### config.mk
export PLATFORM = sky130hd
export DESIGN_NAME = stack_unit
export DESIGN_NICKNAME = d
export VERILOG_FILES = /design/src/rtl/stack_unit.sv
export SDC_FILE = /design/constraint.sdc
export NUM_CORES = 1
export LEC_CHECK = 0
export ABC_AREA = 1
export BUFFER_PORTS_ARGS = -buffer_cell sky130_fd_sc_hd__buf_4
export CAP_MARGIN = 20
export CORE_MARGIN = 1
export CORE_UTILIZATION = 25
export DETAILED_ROUTE_END_ITERATION = 7
export SLEW_MARGIN = 40
export SYNTH_ARGS = -nofsm -noshare
export SYNTH_HDL_FRONTEND = slang
export SYNTH_SLANG_ARGS = --single-unit
### constraint.sdc
create_clock -name clk -period 3.4 [get_ports clk]
set_clock_uncertainty 0.2 [all_clocks]
set_input_delay 0.17 -clock clk [delete_from_list [all_inputs] [get_ports clk]]
set_output_delay 0.17 -clock clk [all_outputs]
set_load 0.1 [all_outputs]
### src/rtl/stack_unit.sv
// Parametrised LIFO stack for call/return addresses and pushed register values,
// with a valid/ready command port, a held response and sticky overflow/underflow flags.
module stack_unit #(
  parameter int unsigned DATA_W     = 32,
  parameter int unsigned DEPTH      = 16,
  parameter logic [31:0] BASE_ADDR  = 32'h0000_03FC,
  parameter int unsigned WORD_BYTES = 4,
  parameter int unsigned CNT_W      = $clog2(DEPTH) + 1
) (
  input  logic              clk,
  input  logic              rst,
  input  logic              cmd_valid,
  output logic              cmd_ready,
  input  logic [2:0]        cmd_op,
  input  logic [DATA_W-1:0] push_data,
  input  logic [DATA_W-1:0] call_pc,
  output logic              rsp_valid,
  input  logic              rsp_ready,
  output logic [DATA_W-1:0] rsp_data,
  output logic [CNT_W-1:0]  count,
  output logic [31:0]       sp_addr,
  output logic              full,
  output logic              empty,
  output logic              err_overflow,
  output logic              err_underflow
);

  localparam int unsigned AW = $clog2(DEPTH);

  localparam logic [2:0] OP_PUSH  = 3'd1;
  localparam logic [2:0] OP_POP   = 3'd2;
  localparam logic [2:0] OP_CALL  = 3'd3;
  localparam logic [2:0] OP_RET   = 3'd4;
  localparam logic [2:0] OP_PEEK  = 3'd5;
  localparam logic [2:0] OP_CLEAR = 3'd6;

  typedef enum logic {IDLE = 1'b0, RESP = 1'b1} state_t;

  state_t              state_q;
  logic [CNT_W-1:0]    count_q;
  logic [DATA_W-1:0]   rsp_data_q;
  logic                rsp_valid_q;
  logic                ovf_q;
  logic                udf_q;
  logic [DATA_W-1:0]   mem_q [DEPTH];

  logic                accept;
  logic                is_push;
  logic                is_pop;
  logic                is_peek;
  logic                full_w;
  logic                empty_w;
  logic [AW-1:0]       wr_idx;
  logic [AW-1:0]       top_idx;
  logic [DATA_W-1:0]   wdata_d;

  assign accept  = cmd_valid && (state_q == IDLE);
  assign is_push = (cmd_op == OP_PUSH) || (cmd_op == OP_CALL);
  assign is_pop  = (cmd_op == OP_POP)  || (cmd_op == OP_RET);
  assign is_peek = (cmd_op == OP_PEEK);
  assign full_w  = (count_q == CNT_W'(DEPTH));
  assign empty_w = (count_q == '0);

  // Index wraps at DEPTH; top_idx is only used when not empty, wr_idx only when not full.
  assign wr_idx  = count_q[AW-1:0];
  assign top_idx = count_q[AW-1:0] - AW'(1);
  assign wdata_d = (cmd_op == OP_CALL) ? (call_pc + DATA_W'(WORD_BYTES)) : push_data;

  always_ff @(posedge clk) begin
    if (accept && is_push && !full_w) begin
      mem_q[wr_idx] <= wdata_d;
    end
  end

  always_ff @(posedge clk) begin
    if (!rst) begin
      state_q     <= IDLE;
      count_q     <= '0;
      rsp_data_q  <= '0;
      rsp_valid_q <= 1'b0;
      ovf_q       <= 1'b0;
      udf_q       <= 1'b0;
    end else begin
      case (state_q)
        IDLE: begin
          if (cmd_valid) begin
            if (is_push) begin
              if (full_w) ovf_q <= 1'b1;
              else        count_q <= count_q + CNT_W'(1);
            end else if (is_pop || is_peek) begin
              if (empty_w) begin
                udf_q      <= 1'b1;
                rsp_data_q <= '0;
              end else begin
                rsp_data_q  <= mem_q[top_idx];
                rsp_valid_q <= 1'b1;
                state_q     <= RESP;
                if (is_pop) count_q <= count_q - CNT_W'(1);
              end
            end else if (cmd_op == OP_CLEAR) begin
              count_q <= '0;
              ovf_q   <= 1'b0;
              udf_q   <= 1'b0;
            end
          end
        end
        RESP: begin
          if (rsp_ready) begin
            state_q     <= IDLE;
            rsp_valid_q <= 1'b0;
          end
        end
        default: state_q <= IDLE;
      endcase
    end
  end

  assign cmd_ready     = (state_q == IDLE);
  assign rsp_valid     = rsp_valid_q;
  assign rsp_data      = rsp_data_q;
  assign count         = count_q;
  assign full          = full_w;
  assign empty         = empty_w;
  assign err_overflow  = ovf_q;
  assign err_underflow = udf_q;
  assign sp_addr       = BASE_ADDR - (32'(WORD_BYTES) * 32'(count_q));

endmodule

# ---- Yosys cells after proc, flatten, opt, wreduce, memory -nomap -nowiden
# Memories as Yosys holds them, arrays and structs flattened.
# Cells that the tools add are included.
dict set report totals {
  output_inout_bits 75
  input_bits 71
  mem_bits_rw 512
  wordCells 76
  regBits 41
  mem_count 1
}
dict set report op_classes {
  bitwise_logic 2
  n_eq_ne 18
  reduce_logical 16
  n_mux 28
  add_sub_neg 5
}
# name depth word_bits rd rd_clocked_by_memory_dff wr line_no
set memory_table {}
lappend memory_table {mem_q 16 32 1 0 1 45} ;# logic [DATA_W-1:0] mem_q [DEPTH];
# op n
set op_table {}
lappend op_table {{32-bit 2-to-1 mux} 2}
lappend op_table {{32-bit by 3-bit adder with 32-bit output (second input constant)} 1}
lappend op_table {{5-bit 2-to-1 mux} 6}
lappend op_table {{1-bit 2-to-1 mux} 18}
lappend op_table {{5-bit AND reduction} 3}
lappend op_table {{2-bit inequality test (second input constant)} 7}
lappend op_table {{10-bit by 7-bit subtractor with 11-bit output (first input constant)} 1}
lappend op_table {{3-bit == test (second input constant)} 3}
lappend op_table {{3-bit by 2-bit == test with 1-bit output (second input constant)} 2}
lappend op_table {{3-bit inequality test (second input constant)} 2}
lappend op_table {{6-bit AND reduction} 1}
lappend op_table {{5-bit by 1-bit adder with 5-bit output (second input constant)} 1}
lappend op_table {{5-bit == test (second input constant)} 1}
lappend op_table {{5-bit logical NOT} 1}
lappend op_table {{5-bit by 1-bit subtractor with 5-bit output (second input constant)} 1}
lappend op_table {{2-bit by 1-bit inequality test with 1-bit output (second input constant)} 2}
lappend op_table {{1-bit case mux with 2 select lines} 2}
lappend op_table {{4-bit AND reduction} 1}
lappend op_table {{2-bit nonzero test} 2}
lappend op_table {{4-bit by 1-bit subtractor with 4-bit output (second input constant)} 1}
lappend op_table {{3-bit by 1-bit == test with 1-bit output (second input constant)} 1}
lappend op_table {{1-bit logical AND} 3}
lappend op_table {{1-bit logical OR} 3}
lappend op_table {{3-bit nonzero test} 1}
lappend op_table {{other kinds (2)} 3}

# ---- Logic depth before layout (Yosys ltp)
# Gate-level depths: netlist of the first run.
dict set report logic_depth {
  word_depth 7
  ltp_mapped 14
  ltp_nobuf 11
}

# ---- Worst setup path before layout of the first run
# OpenSTA, ideal clock, no wires.
dict set report synth_path {
  path_kind {register to register}
  start {register count_q[3] (netlist: count[3])}
  end {memory mem_q[10][0], enable pin}
  t_required_ns 2.779
  setup_ns 0.421
  stages_incl_launch_ff 7
  arrival_ns 4.373
  path_slack_ns -1.594
  path_buffers 0
  path_cell_list {dfxtp_1 clkinv_1 nand4_1 nand2_1 nor2_1 nand2_1 nor2_1}
}
dict set report synth_via {
  elab_chain_len 5
}
# element line_no
set synth_rtl {}
lappend synth_rtl {{start: declaration} 40} ;# logic [CNT_W-1:0] count_q;
lappend synth_rtl {{start signal: assignment} 89} ;# else count_q <= count_q + CNT_W'(1);
lappend synth_rtl {{start signal: assignment} 98} ;# if (is_pop) count_q <= count_q - CNT_W'(1);
lappend synth_rtl {{5-bit == test} 61} ;# assign full_w = (count_q == CNT_W'(DEPTH));
lappend synth_rtl {{1-bit logical NOT} 70} ;# if (accept && is_push && !full_w) begin
lappend synth_rtl {{1-bit logical AND} 70}
lappend synth_rtl {{1-bit 2-to-1 mux} 70}
lappend synth_rtl {{1-bit 2-to-1 mux (implied by the code)} 71} ;# mem_q[wr_idx] <= wdata_d;
lappend synth_rtl {{end: declaration} 45}
# Parallel ways exist; a longest one is shown, timed or not.

# ---- Worst setup path after layout of the first run
dict set report layout_path {
  start {input port cmd_op[2]}
  end {memory mem_q[10][24], enable pin}
}
dict set report layout_via {
  elab_chain_len 6
  word_cells_on_any_way 7
  cone_classes {eq/ne (2); mux (2); reduce/logical (3)}
}
# element line_no
set layout_rtl {}
lappend layout_rtl {{start: declaration} 14} ;# input logic [2:0] cmd_op,
lappend layout_rtl {{3-bit by 1-bit == test with 1-bit output / 3-bit by 2-bit == test with 1-bit output (equally long branches)} 58} ;# assign is_push = (cmd_op == OP_PUSH) || (cmd_op == OP_CALL);
lappend layout_rtl {{1-bit logical OR *} 58}
lappend layout_rtl {{1-bit logical AND * (2 in series)} 70}
lappend layout_rtl {{1-bit 2-to-1 mux *} 70}
lappend layout_rtl {{1-bit 2-to-1 mux (implied by the code) *} 71}
# Mark *: on every way between the ends. The rest lies on a longest branch, timed or not.

==> metrics.txt, run 1 <==
Critical Path Start Type=primary input; vias in the first global route=roughly 16000; CP cell instances=dlygate4sd3_1 -> buf_4 -> inv_1 -> nand3_2 -> o21ai_2 -> dlygate4sd3_1 -> nand2_1 -> nor2_1 -> nand2_1 -> nor2_4 -> buf_12; Min Clock Period, post-route=3210 ps; H-tree depth=2; Final Cycle Share=between 90% and 100%; Sink Count=roughly 550; Synth cell types=31; WL/cell=~19 um; Nets=between 2000 and 2500; slew margin rel.=~47%; first-pass GRT wire length=101 mm; Vias=around 16000; main area contributors after synthesis=edfxtp_1, nand2_1, nand3_1; starting density of the core=about a quarter; Sw Pwr=slightly below 5 mW; Max-cap violations=0; Yosys top cell area share=about two thirds; core area=~0.09 mm2; antenna cells=0; Clk Latency, worst-skew pair=620 ps; most frequent cells in the layout=nand2_1, edfxtp_1, nand3_1; pin count of the biggest net entering global routing=roughly 130; fraction of layout cells with a size suffix above 1=12.8%; CP Buf/Inv Count=5; Critical Path End Type=flip-flop; Post-route DRC=0; Crit Reg-Reg Startpoint=count[0]; setup TNS=0 ps; die width=307 um; reg2reg path depth=9; sequential share of the synthesized area=a little over two thirds; Port Buffer Count=~120; Slew @ Worst Pin=787 ps; RSZ-0062 raised after global routing=false; Placer Congestion=just under 0.9; CP Data Required Time=3520 ps; CP max stage delay=about 630 ps; Initial DRC Count=1579; power density cells=just under 600 mW/mm2; cts repair resizes=0; crit-path leading delay family=buffers and inverters; remaining antenna violation count=0; share of power burned in registers=46.1%; 1st-pass router iterations=5; Reg clk slew, reported paths=60 ps; Placed Instances=between 3000 and 4000; Final Util=a little under a third; vias per cell=4.59; DP Wirelength=~38 mm; Total GRT Usage=about 14%; total global routing overflow=0; Min-Delay Path Depth=4; initial antenna violation count=0; Syn Area/Cell=between 10 and 15 um2; final setup fails=0; cts bufs inserted=54; area grow syn2layout=20.8%; largest area contributor in the netlist=edfxtp_1; R2R Setup Slk=390 ps; reg-to-reg endpoint=count[3]; post-route insts no fill=approximately 3600; Slowest cell on crit path=dlygate4sd3_1; worst vdd ir=about 0.38 mV; Root Driver=clkbuf_16; Fin. Hold Viols=0; Post-Route WL=about 70 mm; synthesized cell area=between 0.02 and 0.025 mm2; Internal=11.6 mW; Worst Hold Class=in -> reg; die area=0.0945 mm2; YS warnings=0; chip height=307 um; max-slew violations=0; status=finished clean; Leak=10.1 nW; CTS tree=built; Synth Instances=~2200; CP Max Fanout=13; worst hold start=call_pc[16]; Fmax achieved=311 MHz; clock power share=a little over a third; WHS Endpoint=mem_q[10][16]; CP arrival=roughly 3300 ps; synthesis-stage register bit count=553; I/O pins=146; Switching Share=29.7%; Std-Cell Rows=111; clock buffer depth=3; Setup Crit Path Kind=in -> reg; most common cell after layout, fill and taps aside=nand2_1; Comb power frac=a little under a fifth
-- logic make-up (layout without fill, tap and decap cells) --
family	after synthesis	after routing	share of synthesized area, %
adders and majority gates	5	5	0.268
and+or+nand+nor	1310	1310	24.1
AOI/OAI and AO/OA	64	64	1.45
DFF	553	553	69.4
xor gates and xnor gates	17	17	0.671
other	2	27	0.0322
buffers and inverters	203	367	4.04
-- synth_stat cells, drive strengths merged --
master	number
dfxtp	41
a31o	1
inv	54
nand3	494
nor3	5
edfxtp	512
nor3b	1
ha	5
clkbuf	54
nand2	713
nand4	9
a31oi	4
buf	93
o31ai	1
xor2	11
or2	2
nor2	78
clkinv	2
o21ai	19
xnor2	6
a21oi	39
nand3b	8
conb	2
-- stage by stage --
step           worst slack (ps)  cell area [um2]  hold WS, ps  total power [mW]
2_1_floorplan              27.0            23600         80.7              9.77
3_3_place_gp                419            26100          253              10.8
3_5_place_dp                436            26200          255              10.8
4_1_cts                     137            28100         2.85              16.6
5_1_grt                    61.1            28200         35.5              17.1
6_report                    188            28200         37.2              16.5
-- worst max-delay path by stage --
stage,from,to,cells past startpoint
after floorplan,count[1],mem_q[10][0],7
after global placement,count[1],mem_q[14][19],8
after detailed placement,count[1],mem_q[14][19],8
after CTS,cmd_op[2],mem_q[14][15],11
after global routing,cmd_op[2],mem_q[10][11],11
final,cmd_op[2],mem_q[10][24],11
-- worst min-delay path, delay by kind of cell --
kind,cells,cell delay (ps)
buffers and inverters,2,330
AOI/OAI and AO/OA,1,150
xor gates and xnor gates,1,60
-- power groups by stage --
stage / logic (mW) / clock network [mW] / registers, mW
finish: 3.07 / 5.82 / 7.61
global route: 3.31 / 6.16 / 7.61
CTS: 3.08 / 5.92 / 7.61
detailed placement: 3.04 / 0 / 7.75
global placement: 3.01 / 0 / 7.75
floorplan: 1.74 / 0 / 8.03
-- layer usage --
layer	track usage (%)	part of all wire [%]	vias up
met2	23.1	47	643
met5	0	0	-
met1	18.8	43	7965
met3	2.35	6.8	138
li1	-	-	7731
met4	6.07	3.8	0
-- timing repair --
action,in CTS,in global routing
buffers inserted,0,3
endpoints found under the hold margin,235,0
hold buffers,25,0
setup endpoints to repair,0,12
-- area by class of cell --
| type | count | area (um2) |
|---|---|---|
| timing repair buffer | 210 | 2030 |
| fill | 9294 | 63900 |
| multi-input combinational | 1423 | 6460 |
| clock buffer | 67 | 1440 |
| inverter | 56 | 225 |
| tap | 1243 | 1560 |
| clock inverter | 34 | 260 |
| sequential | 553 | 16200 |
-- sequential cells by signal, indices dropped and copies added (netlist names) --
name and count:
count 5, err_overflow 1, err_underflow 1, mem_q 512, rsp_data 32, rsp_valid 1, state_q 1
(Power assumes the default switching activity.)
==> run 2: changes to the inputs <==
--- a/config.mk
+++ b/config.mk
@@ -6,11 +6,14 @@
 export NUM_CORES = 1
 export LEC_CHECK = 0
 export ABC_AREA = 1
+export ABC_CLOCK_PERIOD_IN_PS = 3400
 export BUFFER_PORTS_ARGS = -buffer_cell sky130_fd_sc_hd__buf_4
 export CAP_MARGIN = 20
+export CORE_ASPECT_RATIO = 0.9
 export CORE_MARGIN = 1
 export CORE_UTILIZATION = 25
 export DETAILED_ROUTE_END_ITERATION = 7
+export PLACE_DENSITY = 0.44
 export SLEW_MARGIN = 40
 export SYNTH_ARGS = -nofsm -noshare
 export SYNTH_HDL_FRONTEND = slang
==> run 2 against run 1 <==
  * Sequential power is essentially flat
  * Critical path depth stayed put
  * Core utilization up 0.28 points
  * Die area barely moved
  * Global-route usage increased by 1.6 points
  * Clock-buffer cell count grew 10
  * Highest routed layer unchanged
==> metrics.txt, run 2 (synthesis gave the netlist of run 1 again) <==
status=finished clean; Final Cycle Share=95.8% (+1.3 points); CP Buf/Inv Count=5 (unchanged); Top Metal Used=met4; Final Util=30.9% (+0.28 points); reg2reg path depth=8 (-1); setup TNS=0 ps (unchanged); H-tree depth=2 (unchanged); M1 wire length=35.5 mm (+22%); CP Data Required Time=3520 ps (about the same); max reg flops=512 (unchanged); Leak=10.2 nW (+1.2%); Post-Route WL=75.5 mm (+11%); Std-Cell Rows=105 (-5.4%); Placer Congestion=0.897 (+0.31%); area grow syn2layout=21.6%; remaining antenna violation count=0 (unchanged); vias per cell=4.60 (about the same); cts bufs inserted=61 (+13%); chip height=292 um (-5.1%); R2R Setup Slk=470 ps (+80 ps); CTS tree=built; first-pass GRT wire length=110 mm (+8.4%); Critical Path End Type=flip-flop; reg-to-reg endpoint=mem_q[13][18]; WL/cell=21.0 um (+11%); post-route insts no fill=3589 (+0.084%); Biggest register=mem_q; Post-route DRC=0 (unchanged); Setup Crit Path Kind=in -> reg; Worst Hold Class=in -> reg; Slowest cell on crit path=dlygate4sd3_1; worst vdd ir=0.387 mV (+2.1%); DP Wirelength=45.0 mm (+18%); Initial DRC Count=1471 (-6.8%); CP Max Fanout=14 (+1); max-slew violations=0 (unchanged); Sink Count=553 (unchanged); final setup fails=0 (unchanged); vias in the first global route=15800 (+0.051%); total power=17.3 mW (+4.7%); crit-path leading delay family=buffers and inverters; most frequent cells in the layout=nand2_1, edfxtp_1, nand3_1; Nets=2381 (+0.29%); total global routing overflow=0 (unchanged); Fmax achieved=307 MHz (-1.4%); WL met2=33.4 mm (+5.5%); die area=0.0945 mm2 (about the same); CP max stage delay=630 ps (about the same); pin count of the biggest net entering global routing=129 (unchanged); Vias=16500 (+0.10%); WHS Endpoint=mem_q[12][7]; Port Buffer Count=118 (unchanged); 1st-pass router iterations=6 (+1); Slew @ Worst Pin=818 ps (+31.2 ps); I/O pins=146 (unchanged); Root Driver=clkbuf_16; most common cell after layout, fill and taps aside=nand2_1; die width=324 um (+5.4%); clock buffer depth=3 (unchanged); metal3 WL=4.97 mm (+7.0%); CP arrival=3380 ps (+50 ps); power density cells=609 mW/mm2 (+4.0%); CP cell instances=dlygate4sd3_1 -> buf_4 -> inv_1 -> nand3_2 -> o21ai_2 -> dlygate4sd3_1 -> nand2_1 -> nor2_1 -> nand2_1 -> nor2_4 -> buf_12; Fin. Hold Viols=0 (unchanged); Min-Delay Path Depth=4 (unchanged); Max-cap violations=0 (unchanged); Fin Hold WS=48.9 ps (+11.7 ps); fraction of layout cells with a size suffix above 1=13.4% (+0.56 points); core area=0.0918 mm2 (-0.27%); Total GRT Usage=15.9% (+1.6 points); Reg clk slew, reported paths=60 ps (about the same); starting density of the core=25.4% (+0.068 points); initial antenna violation count=3 (+3); slew margin rel.=45.4% (-1.8 points); Clk Latency, worst-skew pair=630 ps (about the same); RSZ-0062 raised after global routing=true; Crit Reg-Reg Startpoint=count[1]; worst hold start=push_data[7]; Placed Instances=3439 (-0.52%); Critical Path Start Type=primary input; Min Clock Period, post-route=3260 ps (+44.2 ps)
[run 2: tightest hold or removal path, delay by kind of cell]
family / cells / cell delay, ps
AO/OA/AOI/OAI: 1 / 150
buffers and inverters: 2 / 330
AND/OR/NAND/NOR: 1 / 80
[run 2: worst max path at each step]
| stage | startpoint | endpoint | slack [ps] | cells past startpoint |
|---|---|---|---|---|
| floorplan | count[1] | mem_q[10][0] | 30 | 7 |
| finish | cmd_op[2] | mem_q[13][18] | 140 | 11 |
| CTS | cmd_op[2] | mem_q[10][2] | 70 | 11 |
| detailed placement | count[1] | mem_q[10][0] | 350 | 8 |
| global route | cmd_op[2] | mem_q[13][18] | -2 | 11 |
| global placement | count[1] | mem_q[10][0] | 400 | 8 |
[run 2: layer usage]
metal | vias to the layer above | global-route usage, %
li1 | 7754 | -
met1 | 8108 | 23.0
met2 | 532 | 23.9
met3 | 100 | 3.41
met4 | 0 | 3.97
met5 | - | 0
[run 2: where the power goes]
part	leakage [nW]	internal (mW)	total, mW	switching [mW]
clock	0.983	3.82	6.55	2.74
sequential	4.95	7.56	7.60	0.0406
combinational	4.26	0.784	3.12	2.34
[run 2: what timing repair did]
action	4_1_cts	5_1_grt
resized for setup	0	1
endpoints found under the hold margin	224	0
setup endpoints to repair	0	35
hold buffers	30	0
setup buffers	0	3
[run 2: stage by stage]
| stage | area (um2) | worst slack, ps |
|---|---|---|
| floorplan | 23600 | 27.0 |
| global placement | 26000 | 398 |
| detailed placement | 26100 | 348 |
| CTS | 28300 | 74.8 |
| global route | 28400 | -2.14 |
| finish | 28400 | 144 |
[run 2: area by class of cell]
type / instances / area [um2]
multi-input combinational: 1423 / 6460
fill: 9350 / 63500
antenna: 2 / 5.00
clock buffer: 77 / 1660
clock inverter: 38 / 314
timing repair buffer: 210 / 1960
inverter: 56 / 223
sequential: 553 / 16200
tap: 1230 / 1540
